`src/rtl/alu_exec_unit.sv`:
```
// ALU execute unit: op/func decode, single-cycle arithmetic/logic, and an
// iterative shift-add MULT, behind valid/ready handshakes on both sides.
module alu_exec_unit #(
  parameter int unsigned WIDTH  = 32,
  parameter bit          MUL_EN = 1'b1
) (
  input  logic             clk,
  input  logic             rst_n,
  input  logic [1:0]       op,
  input  logic [5:0]       func,
  input  logic [WIDTH-1:0] a,
  input  logic [WIDTH-1:0] b,
  input  logic             in_valid,
  output logic             in_ready,
  output logic [WIDTH-1:0] result,
  output logic             zero,
  output logic             ovf,
  output logic             illegal,
  output logic             out_valid,
  input  logic             out_ready
);

  localparam int unsigned CNT_W = $clog2(WIDTH);
  localparam int unsigned MSB   = WIDTH - 1;

  typedef enum logic {
    S_IDLE = 1'b0,
    S_MUL  = 1'b1
  } state_t;

  typedef enum logic [2:0] {
    K_ADD, K_SUB, K_AND, K_OR, K_NOR, K_SLT, K_MUL, K_ILL
  } kind_t;

  state_t           state_q,   state_d;
  logic [WIDTH-1:0] result_q,  result_d;
  logic             zero_q,    zero_d;
  logic             ovf_q,     ovf_d;
  logic             illegal_q, illegal_d;
  logic             out_valid_q, out_valid_d;
  logic [WIDTH-1:0] mcand_q,   mcand_d;
  logic [WIDTH-1:0] mplier_q,  mplier_d;
  logic [WIDTH-1:0] acc_q,     acc_d;
  logic [CNT_W-1:0] cnt_q,     cnt_d;

  kind_t            kind_c;
  logic [WIDTH-1:0] sum_c;
  logic [WIDTH-1:0] diff_c;
  logic [WIDTH-1:0] res_c;
  logic             ovf_c;
  logic [WIDTH-1:0] acc_next_c;
  logic             accept_c;
  logic             mul_last_c;

  // Decode main-decoder op and R-type func into an operation kind.
  always_comb begin
    kind_c = K_ILL;
    unique case (op)
      2'b00: begin
        unique case (func)
          6'b100000: kind_c = K_ADD;
          6'b100010: kind_c = K_SUB;
          6'b100100: kind_c = K_AND;
          6'b100101: kind_c = K_OR;
          6'b100111: kind_c = K_NOR;
          6'b101010: kind_c = K_SLT;
          6'b011000: kind_c = MUL_EN ? K_MUL : K_ILL;
          default:   kind_c = K_ILL;
        endcase
      end
      2'b01:   kind_c = K_ADD;
      2'b10:   kind_c = K_SUB;
      default: kind_c = K_ILL;
    endcase
  end

  // Single-cycle datapath: result and signed-overflow flag.
  always_comb begin
    sum_c  = a + b;
    diff_c = a - b;
    res_c  = '0;
    ovf_c  = 1'b0;
    unique case (kind_c)
      K_ADD: begin
        res_c = sum_c;
        ovf_c = (a[MSB] == b[MSB]) && (sum_c[MSB] != a[MSB]);
      end
      K_SUB: begin
        res_c = diff_c;
        ovf_c = (a[MSB] != b[MSB]) && (diff_c[MSB] != a[MSB]);
      end
      K_AND:   res_c = a & b;
      K_OR:    res_c = a | b;
      K_NOR:   res_c = ~(a | b);
      K_SLT:   res_c = WIDTH'($signed(a) < $signed(b));
      default: res_c = '0;
    endcase
  end

  // One shift-add step of the multiplier.
  always_comb begin
    acc_next_c = acc_q + (mplier_q[0] ? mcand_q : '0);
    mul_last_c = (cnt_q == CNT_W'(WIDTH - 1));
  end

  // Accept only when idle and the output slot is free or draining this edge.
  assign in_ready = (state_q == S_IDLE) && (!out_valid_q || out_ready);
  assign accept_c = in_valid && in_ready;

  // Next-state and registered-output logic.
  always_comb begin
    state_d     = state_q;
    result_d    = result_q;
    zero_d      = zero_q;
    ovf_d       = ovf_q;
    illegal_d   = illegal_q;
    out_valid_d = out_valid_q;
    mcand_d     = mcand_q;
    mplier_d    = mplier_q;
    acc_d       = acc_q;
    cnt_d       = cnt_q;

    unique case (state_q)
      S_IDLE: begin
        if (accept_c) begin
          if (kind_c == K_MUL) begin
            state_d     = S_MUL;
            mcand_d     = a;
            mplier_d    = b;
            acc_d       = '0;
            cnt_d       = '0;
            out_valid_d = 1'b0;
          end else begin
            result_d    = res_c;
            zero_d      = (res_c == '0);
            ovf_d       = ovf_c;
            illegal_d   = (kind_c == K_ILL);
            out_valid_d = 1'b1;
          end
        end else if (out_ready) begin
          out_valid_d = 1'b0;
        end
      end
      S_MUL: begin
        acc_d    = acc_next_c;
        mcand_d  = mcand_q << 1;
        mplier_d = mplier_q >> 1;
        cnt_d    = cnt_q + CNT_W'(1);
        if (mul_last_c) begin
          state_d     = S_IDLE;
          cnt_d       = '0;
          result_d    = acc_next_c;
          zero_d      = (acc_next_c == '0);
          ovf_d       = 1'b0;
          illegal_d   = 1'b0;
          out_valid_d = 1'b1;
        end
      end
      default: state_d = S_IDLE;
    endcase
  end

  // State and output registers.
  always_ff @(posedge clk or negedge rst_n) begin
    if (!rst_n) begin
      state_q     <= S_IDLE;
      result_q    <= '0;
      zero_q      <= 1'b0;
      ovf_q       <= 1'b0;
      illegal_q   <= 1'b0;
      out_valid_q <= 1'b0;
      mcand_q     <= '0;
      mplier_q    <= '0;
      acc_q       <= '0;
      cnt_q       <= '0;
    end else begin
      state_q     <= state_d;
      result_q    <= result_d;
      zero_q      <= zero_d;
      ovf_q       <= ovf_d;
      illegal_q   <= illegal_d;
      out_valid_q <= out_valid_d;
      mcand_q     <= mcand_d;
      mplier_q    <= mplier_d;
      acc_q       <= acc_d;
      cnt_q       <= cnt_d;
    end
  end

  assign result    = result_q;
  assign zero      = zero_q;
  assign ovf       = ovf_q;
  assign illegal   = illegal_q;
  assign out_valid = out_valid_q;

endmodule

```
`config.mk`:
```
export PLATFORM = sky130hd
export DESIGN_NAME = alu_exec_unit
export DESIGN_NICKNAME = d
export VERILOG_FILES = /design/src/rtl/alu_exec_unit.sv
export SDC_FILE = /design/constraint.sdc
export NUM_CORES = 1
export LEC_CHECK = 0
export CAP_MARGIN = 10
export CORE_MARGIN = 1
export CORE_UTILIZATION = 45
export CTS_CLUSTER_SIZE = 24
export DETAILED_ROUTE_END_ITERATION = 7
export GPL_TIMING_DRIVEN = 0
export SKIP_LAST_GASP = 1
export SYNTH_ARGS = -nofsm -noshare
export SYNTH_HDL_FRONTEND = slang
export SYNTH_SLANG_ARGS = --single-unit
```
`constraint.sdc`:
```
create_clock -name clk -period 9.8 [get_ports clk]
set_clock_uncertainty 0.2 [all_clocks]
set_input_delay 2.94 -clock clk [delete_from_list [all_inputs] [get_ports clk]]
set_output_delay 2.94 -clock clk [all_outputs]
set_load 0.01 [all_outputs]
```
==> impl_results.md <==
- Dpl ws: 1.21 ns
- Async set-reset flop share out of synthesis: 1.00
- Starting Density: 0.462
- Syn. warnings: 0
- H-Tree Depth: 4
- Largest net degree at the start of global routing: 74
- Pwr dens: 307 nW/um^2
- Mapped Cells: 1672
- CTS resizes: 0
- First-pass GRT wire length: 73900 um
- Cell variety after synth: 75
- Commonest cells post-synth: nor2_1, nand2_1, dfrtp_1, ha_1, o21ai_0
- Clock transition at path regs: 0.07 ns
- Number of synthesized flops with an enable pin: 0
- Top cells by area, synth: dfrtp_1, ha_1, nor2_1
- Tmin final: 8.27 ns
- Slew at the pin closest to its max-slew limit: 1.28 ns
- GRT Overall Usage: 0.337
- Switching share of power: 0.482
- Root Driver: clkbuf_16
- P&R area growth vs syn: 17.2%
- Die width: 172 um
- Clk pwr share: 0.151
- Die Ht: 172 um
- Placed Cells: 2163
- Sequential area share after synthesis: 0.267
- Clock buffer depth: 2
- Slew Viols, Final: 0
- # diodes: 0
- GRT Residual Overflow: 0
- Cell family with most CP delay: buffers and inverters
- Final WL: 48900 um
- Internal power: 0.00242 W
- Post-synth net total: 1889
- Max Fclk: 0.121 GHz
- Total power: 0.00466 W
- Slowest stage delay, CP: 0.85 ns
- Crit Path Class: in -> reg
- Startpoint Class: primary input
- Number of synthesized register bits: 138
- Buffers & Inverters on Critical Path: 11
- Final-report hold violation count: 0
- Via-to-Cell Ratio: 6.06
- Total CTS buffers: 17
- Worst Path Required: 9.98 ns
- Syn avg cell area: 7.74 um^2
- Post-synth top area share: 0.267
- Seq pwr share: 0.220
- Post-CTS Setup Bufs: 0
- Post-route ant nets: 0
- Comb pwr share: 0.628
- Layout Nets: 2021
- Setup violations, final: 0
- Slowest-stage cell, CP: clkbuf_1
- Syn Std Cell Area: 12900 um^2
- Port Buf Inserts: 112
- Top_reg_cell synth: dfrtp_1
- Leakage: 6.54 nW
- Hold Path Class: reg -> reg
- Residual DRC: 0
- MaxCap Viol Count: 0
- Outcome: complete, no violations
- Max-Slew Margin vs Limit: 0.147
- Vias in the first global route: 12600
- Sw power: 0.00225 W
- Ports: 113
- CP max FO: 10
- Core area: 28000 um^2
- Share of cells above drive strength 1: 0.0325
- CTS tree: yes
- Vias after detailed routing: 13300
- CTS sink cnt: 138
- Setup repair after global routing missed its margin: no
- Post-CTS Hold Fix Bufs: 0
- Critical Path, Cell by Cell: clkdlybuf4s50_1 > inv_1 > ha_1 > inv_1 > a211oi_1 > a221o_1 > buf_6 > buf_2 > buf_2 > buf_1 > clkbuf_1 > or3_1 > clkbuf_1 > clkbuf_1 > clkbuf_1 > o22ai_1 > nor2_1
- Dpl hpwl: 38600 um
- Wire per inst: 22.3 um
- Data arrival, critical path: 8.45 ns
- Synth area leader: dfrtp_1
- DRT Pass-1 Iters: 7
- DR iter-0 viols: 1292
- Setup WS post-layout: 1.53 ns
- Setup TNS Final: 0 ns
- Maximum VDD drop: 134 uV
- Non-Filler Instances: 2195
- Clk_lat worst skew: 0.46 ns
- Most frequent CP cell: clkbuf_1
- Routability cong.: 0.981
- Fin crit share: 0.844
- Most frequent cell after synthesis: nor2_1
- Antenna violations before repair: 0
- Number of cell rows: 61
- Final core occ: 0.542
- Worst Setup End Kind: register
- Die Area: 29400 um^2
==> metrics by stage <==
step           hold slack [ns]  instance area, um^2
2_1_floorplan            0.252                12900
3_3_place_gp             0.262                14500
3_5_place_dp             0.270                14600
4_1_cts                  0.284                15200
5_1_grt                  0.297                15200
6_report                 0.276                15200
==> power groups by stage <==
stage	clock network [W]	logic (W)	registers, W
3_3_place_gp	0	0.00283	0.00103
6_report	0.000705	0.00293	0.00103
4_1_cts	0.000709	0.00288	0.00103
3_5_place_dp	0	0.00287	0.00103
2_1_floorplan	0	0.00198	0.00102
5_1_grt	0.000728	0.00323	0.00106
==> routing by layer <==
| metal | track usage | share of wire | routed length (um) |
|---|---|---|---|
| met1 | 0.463 | 0.45 | 22000 |
| met2 | 0.539 | 0.45 | 21900 |
| met3 | 0.0490 | 0.074 | 3640 |
| met4 | 0.112 | 0.028 | 1390 |
| met5 | 0 | 0 | 0 |
==> cells in the final DEF (no fill, tap or decap), types with 18 or more instances in the layout <==
master and n:
a21o_1 21, a21oi_1 103, a22oi_1 31, and2_1 36, clkbuf_1 82, clkdlybuf4s50_1 111, dfrtp_1 138, ha_1 138
inv_1 115, mux2i_1 24, nand2_1 159, nand3_1 26, nor2_1 204, nor3_1 25, nor4_1 18, o211ai_1 20
o21ai_0 123, o22a_1 21, o22ai_1 75, xnor2_1 45
==> worst reg2reg max path, stage by stage, from the launching register on <==
cell and delay, ns:
dfrtp_1 0.47, clkbuf_1 0.22, and2_1 0.21, ha_1 0.35, inv_1 0.09, o32a_1 0.43, a2111o_1 0.42, a21oi_1 0.27
o21ai_0 0.37, o21ai_0 0.39, xnor2_1 0.23, nor4b_1 0.29, nor4bb_1 0.35, nand4_1 0.16, or4_1 0.51, o211ai_2 0.09
==> cells by family after synthesis <==
kind of cell | share of synthesized area
flip-flops | 0.267
AND/OR/NAND/NOR | 0.204
XOR/XNOR | 0.0393
multiplexers | 0.0220
buffers and inverters | 0.0622
adder cells (fa/ha/maj) | 0.138
AO/OA/AOI/OAI | 0.267
==> final timing paths <==
| kind | from | to | slack, ns | cells after the start |
|---|---|---|---|---|
| worst max-delay path | op[1] | mplier_q[29] | 1.53 | 17 |
| worst min-delay path | result[26] | result[26] | 0.28 | 2 |
| worst max register to register | mplier_q[0] | zero | 4.67 | 15 |
| worst min register to register | result[26] | result[26] | 0.28 | 2 |
| max in group asynchronous | rst_n | acc_q[17] | 6.28 | 2 |
| min in group asynchronous | rst_n | result[2] | 2.30 | 1 |
==> area by class of cell <==
type	count	area (um^2)
tap	378	473
timing repair buffer	113	1150
buffer	96	373
inverter	115	432
clock buffer	19	453
multi-input combinational	1323	8680
fill	2756	12800
clock inverter	13	154
sequential	138	3450
==> flip-flops by register name (all words and copies together), names as in the netlist <==
signal,flops
acc_q,32
mcand_q,32
mplier_q,32
result,32
cnt_q,5
illegal,1
out_valid,1
ovf,1
state_q,1
zero,1
(Power assumes the default switching activity.)
